## config.mk

```make
export PLATFORM = sky130hd
export DESIGN_NAME = operand_fetch_stage
export DESIGN_NICKNAME = d
export VERILOG_FILES = /design/src/rtl/operand_fetch_stage_pkg.sv /design/src/rtl/operand_fetch_stage_bypass.sv /design/src/rtl/operand_fetch_stage.sv
export SDC_FILE = /design/constraint.sdc
export NUM_CORES = 1
export LEC_CHECK = 0
export CORE_UTILIZATION = 44
export CTS_BUF_LIST = sky130_fd_sc_hd__clkbuf_4
export CTS_CLUSTER_SIZE = 12
export DETAILED_ROUTE_END_ITERATION = 8
export MAX_ROUTING_LAYER = met4
export PLACE_DENSITY = 0.91
export RECOVER_POWER = 25
export REMOVE_ABC_BUFFERS = 1
export SLEW_MARGIN = 20
export SYNTH_ARGS = -nofsm -noshare
export SYNTH_HDL_FRONTEND = slang
export SYNTH_SLANG_ARGS = --single-unit
export TNS_END_PERCENT = 5
```

## constraint.sdc

```tcl
create_clock -name clock -period 4.8 [get_ports clock]
set_input_delay 0.48 -clock clock [delete_from_list [all_inputs] [get_ports clock]]
set_output_delay 0.48 -clock clock [all_outputs]
set_load 0.005 [all_outputs]
```

## src/rtl/operand_fetch_stage_pkg.sv

```systemverilog
// Shared constants for the operand fetch stage: data/address widths,
// RISC-V register field positions and the hard-wired zero register.
package operand_fetch_stage_pkg;
  localparam int XLEN    = 32;
  localparam int AW      = 5;
  localparam int RS1_LSB = 15;
  localparam int RS2_LSB = 20;
  localparam int RD_LSB  = 7;
  localparam logic [AW-1:0] X0 = '0;

  // Extract a register index field starting at bit lsb.
  function automatic logic [AW-1:0] reg_field(input logic [31:0] inst, input int lsb);
    return inst[lsb +: AW];
  endfunction
endpackage

```

## src/rtl/operand_fetch_stage_bypass.sv

```systemverilog
// operand_bypass: picks the same-cycle writeback value over the register
// file read when the writeback targets this operand's source register.
// Ports:
//   rs_addr  in  source register index
//   rf_data  in  register file read data for rs_addr
//   wb_en/wb_rd/wb_data in  writeback port
//   operand  out bypassed operand; x0 always reads zero
module operand_bypass
  import operand_fetch_stage_pkg::*;
(
  input  logic [AW-1:0]   rs_addr,
  input  logic [XLEN-1:0] rf_data,
  input  logic            wb_en,
  input  logic [AW-1:0]   wb_rd,
  input  logic [XLEN-1:0] wb_data,
  output logic [XLEN-1:0] operand
);
  always_comb begin
    operand = rf_data;
    if (rs_addr == X0)                        operand = '0;
    else if (wb_en && wb_rd == rs_addr)       operand = wb_data;
  end
endmodule

```

## src/rtl/operand_fetch_stage.sv

```systemverilog
// operand_fetch_stage: ID->EX slot. Reads both source operands (with
// writeback bypass), stalls on load-use, and keeps held operands fresh by
// snooping writeback while execute back-pressures.
// Ports:
//   clock, reset           rising-edge clock, async active-high reset
//   in_valid/in_ready      fetch handshake; in_pc, in_inst payload
//   rf_rs1/2_addr/data     register file read ports (addr combinational)
//   wb_en/wb_rd/wb_data    writeback port (bypass + snoop source)
//   ex_is_load/ex_rd       load in execute, for hazard detection
//   flush                  kill slot and incoming
//   out_valid/out_ready    execute handshake; out_pc/inst/rd/rs1_val/rs2_val payload
module operand_fetch_stage
  import operand_fetch_stage_pkg::*;
(
  input  logic            clock,
  input  logic            reset,
  input  logic            in_valid,
  output logic            in_ready,
  input  logic [XLEN-1:0] in_pc,
  input  logic [31:0]     in_inst,
  output logic [AW-1:0]   rf_rs1_addr,
  output logic [AW-1:0]   rf_rs2_addr,
  input  logic [XLEN-1:0] rf_rs1_data,
  input  logic [XLEN-1:0] rf_rs2_data,
  input  logic            wb_en,
  input  logic [AW-1:0]   wb_rd,
  input  logic [XLEN-1:0] wb_data,
  input  logic            ex_is_load,
  input  logic [AW-1:0]   ex_rd,
  input  logic            flush,
  output logic            out_valid,
  input  logic            out_ready,
  output logic [XLEN-1:0] out_pc,
  output logic [31:0]     out_inst,
  output logic [AW-1:0]   out_rd,
  output logic [XLEN-1:0] out_rs1_val,
  output logic [XLEN-1:0] out_rs2_val
);
  localparam int NOPS = 2;

  logic [NOPS-1:0][AW-1:0]   rs_addr;
  logic [NOPS-1:0][XLEN-1:0] rf_data;
  logic [NOPS-1:0][XLEN-1:0] byp_val;
  logic [NOPS-1:0][AW-1:0]   held_rs;

  logic                      valid_q, valid_d;
  logic [XLEN-1:0]           pc_q, pc_d;
  logic [31:0]               inst_q, inst_d;
  logic [AW-1:0]             rd_q, rd_d;
  logic [NOPS-1:0][XLEN-1:0] val_q, val_d;

  logic hz, accept;

  assign rs_addr[0]  = reg_field(in_inst, RS1_LSB);
  assign rs_addr[1]  = reg_field(in_inst, RS2_LSB);
  assign rf_data[0]  = rf_rs1_data;
  assign rf_data[1]  = rf_rs2_data;
  assign held_rs[0]  = reg_field(inst_q, RS1_LSB);
  assign held_rs[1]  = reg_field(inst_q, RS2_LSB);
  assign rf_rs1_addr = rs_addr[0];
  assign rf_rs2_addr = rs_addr[1];

  for (genvar g = 0; g < NOPS; g++) begin : g_byp
    operand_bypass u_byp (
      .rs_addr (rs_addr[g]),
      .rf_data (rf_data[g]),
      .wb_en   (wb_en),
      .wb_rd   (wb_rd),
      .wb_data (wb_data),
      .operand (byp_val[g])
    );
  end

  // Conservative: any format that happens to encode ex_rd in a source
  // field stalls, even if that field is really an immediate.
  assign hz = in_valid && ex_is_load && (ex_rd != X0) &&
              ((ex_rd == rs_addr[0]) || (ex_rd == rs_addr[1]));

  assign in_ready = (!valid_q || out_ready) && !hz && !flush;
  assign accept   = in_valid && in_ready;

  always_comb begin
    valid_d = valid_q;
    pc_d    = pc_q;
    inst_d  = inst_q;
    rd_d    = rd_q;
    val_d   = val_q;
    if (flush) begin
      valid_d = 1'b0;
    end else if (accept) begin
      valid_d = 1'b1;
      pc_d    = in_pc;
      inst_d  = in_inst;
      rd_d    = reg_field(in_inst, RD_LSB);
      val_d   = byp_val;
    end else if (out_ready) begin
      valid_d = 1'b0;
    end else if (valid_q) begin
      // Held slot: pick up writebacks that land after capture so the
      // operands are current when execute finally takes them.
      for (int i = 0; i < NOPS; i++)
        if (wb_en && wb_rd != X0 && wb_rd == held_rs[i]) val_d[i] = wb_data;
    end
  end

  always_ff @(posedge clock or posedge reset) begin
    if (reset) begin
      valid_q <= 1'b0;
      pc_q    <= '0;
      inst_q  <= '0;
      rd_q    <= '0;
      val_q   <= '0;
    end else begin
      valid_q <= valid_d;
      pc_q    <= pc_d;
      inst_q  <= inst_d;
      rd_q    <= rd_d;
      val_q   <= val_d;
    end
  end

  assign out_valid   = valid_q;
  assign out_pc      = pc_q;
  assign out_inst    = inst_q;
  assign out_rd      = rd_q;
  assign out_rs1_val = val_q[0];
  assign out_rs2_val = val_q[1];
endmodule

```

==> metrics <==
H-tree depth 4; failing checks capacitance limit, slew limit; maximum clock path buffer count 2; ys flop type dfrtp_1; DR iter-0 viols slightly below 400; P_sw ~1.0 mW; fmax about 330 MHz; Tot GR Track Use between 20% and 30%; Clock Power Share around a fifth; Clock Latency Late Sink approximately 540 ps; via/cell ratio around 5.6; HP Start out_pc[11]; Layout Cells excl Fill 1165; core area between 15000 and 20000 um^2; Clock Pin Slew Worst Setup and Hold Paths approximately 130 ps; worst flop-to-flop path startpoint out_valid; worst r2r dst out_rs2_val[29]; postcts setup bufs 0; number of port buffers 321; routed length per instance 20.2 um; Yosys top cell area share a little over two fifths; Int Power 2.37 mW; Startpoint Class primary input; Post-synth ARST share 100%; number of global-route vias before repair approximately 7000; Area growth syn-to-layout 46.4%; Final Max Slew Viols about 110; fin crit period a little over 3000 ps; total wire length ~24 mm; Die Height approximately 130 um; # rows 47; Mean Syn Cell Area 11.5 um^2; static leakage between 4 and 5 nW; Max-slew headroom -55.3%; Crit. End Element output pin; initial antenna violation count 1; GP Congestion around 0.84; post-CTS sizing 0; Sw Share between 30 and 40%; fin crit share 63.0%; Cell Pwr Density about 310 nW/um^2; post-synthesis register bit count around 130; final setup fails 0; clk sinks ~130; Setup CP Type primary input to output pin; Worst Hold End out_pc[11]; DP Area ~11000 um^2; largest net degree at the start of global routing approximately 110; HPWL after DPL ~16 mm; crit path DAT around 2600 ps; ratio of cells with drive above 1 in the final layout around 13%; WP data required roughly 4300 ps; peak supply drop 259 uV; Yosys top cell by area dfrtp_1; Tot Pwr 3.41 mW; slew at the pin with the worst max-slew slack 2330 ps; skew final 17.9 ps; final net count between 1000 and 1500; TritonCTS Buffers 17; Worst R2R Path Depth 6; TritonCTS clock tree done; First-pass DRT Iterations 5; Post-synth EDFFs 0; Mapped Cells between 600 and 700; Placed Instances 1132; combinational power share 36.1%; number of remaining DRC errors 0; Routed Antenna Nets 0; sequential share of the synthesized area between 40% and 50%; status finished with violations; die width around 130 um; root buffer cell clkbuf_4; RSZ-0062 raised after global routing no; final hold vios 0; dominant cells by area after synthesis dfrtp_1, mux2i_1, mux2_4, a21o_1, nand3_1; # hold bufs at CTS 0; num ports 322; post-route cell area between 10000 and 15000 um^2; synth warn 0; worst hold path class flop to flop; Vias around 6500; WHS between 500 and 600 ps; Syn Std Cell Area between 7000 and 8000 um^2; grt ovf 0; R2R setup slack about 2700 ps; synth unique cells 31; Max FO, Critical Path 3; Sequential Power Share a little over two fifths; first-pass GRT wire length 37.0 mm; max_cap viols 1; Die Area approximately 17000 um^2; initial core utilization 45.0%; setup TNS 0 ps; Hold Crit Depth 1
## metrics by stage
stage	setup slack, ps	util (%)
final	1770	65.9
after CTS	1740	65.9
after detailed placement	1760	64.3
after global routing	1640	65.9
after floorplan	-1720	-
after global placement	1780	64.3
## final cells by class
| class | count | area [um^2] |
|---|---|---|
| flip-flops and latches | 129 | 3230 |
| repair buffers | 336 | 3350 |
| fillers | 1275 | 5650 |
| multi-input cells | 446 | 3800 |
| diodes | 1 | 2.50 |
| well taps | 220 | 275 |
| clock inverters | 15 | 134 |
| inverters | 1 | 7.51 |
| clock buffers | 17 | 128 |
## power by group through the flow
| stage | logic [mW] | registers (mW) | clock network [mW] |
|---|---|---|---|
| after CTS | 1.24 | 1.45 | 0.743 |
| final | 1.23 | 1.45 | 0.727 |
| after global routing | 1.31 | 1.48 | 0.791 |
| after detailed placement | 1.24 | 1.47 | 0 |
| after floorplan | 0.475 | 1.47 | 0 |
| after global placement | 1.21 | 1.46 | 0 |
## worst max-delay path: stages
cell and delay (ps):
clkdlybuf4s50_1 490, or4_1 570, o21ai_2 200, nor2_1 60
a21boi_0 200, clkdlybuf4s50_1 540
## placed cells by master (no fill, tap or decap), types with 16 or more instances in the layout
master           count
clkdlybuf4s50_1    320
dfrtp_1            129
mux2i_1            128
nand3_1             66
o21ai_0             65
a21o_1              64
mux2_4              45
mux2_2              19
clkbuf_4            17
xnor2_1             16
## worst max-delay path by stage
stage	from	slack [ps]	to	cells past startpoint
global route	in_inst[20]	1640	in_ready	7
detailed placement	in_inst[20]	1760	in_ready	7
CTS	in_inst[20]	1740	in_ready	7
floorplan	ex_rd[1]	-1720	out_inst[31]	5
finish	ex_rd[3]	1770	in_ready	6
global placement	in_inst[20]	1780	in_ready	7
## metal layers
layer	vias up	GRT usage [%]	part of all wire, %
li1	2900	-	-
met5	-	-	0
met4	0	14.6	4.0
met2	351	46.6	50
met3	62	6.00	7.1
met1	3177	32.2	39
## registers in the layout (all words and copies together), names as in the netlist
signal / cells
out_pc: 32
out_inst: 32
out_rs2_val: 32
out_valid: 1
out_rs1_val: 32
## logic make-up after synthesis
logic type | Yosys count | synth area share, %
simple gates | 90 | 6.79
flops | 129 | 43.2
mux | 192 | 29.1
buf+inv | 75 | 5.97
compound gates | 134 | 11.4
xor+xnor | 30 | 3.52
## synth_stat cells, types with 2 or more instances
cell and number:
clkbuf_1 33, nor2_1 5, buf_6 12, mux2i_1 128, nor4_4 2, nand2_1 2
mux2_4 45, a21o_1 64, or4_1 4, nand4_1 2, nand3_1 66, dfrtp_1 129
nor3_1 2, o21ai_2 2, mux2_2 19, xnor2_1 16, buf_2 10, and4_1 2
o21ai_0 65, xor2_1 14, and2_1 2, buf_1 2, buf_4 16
(Power assumes the default switching activity.)
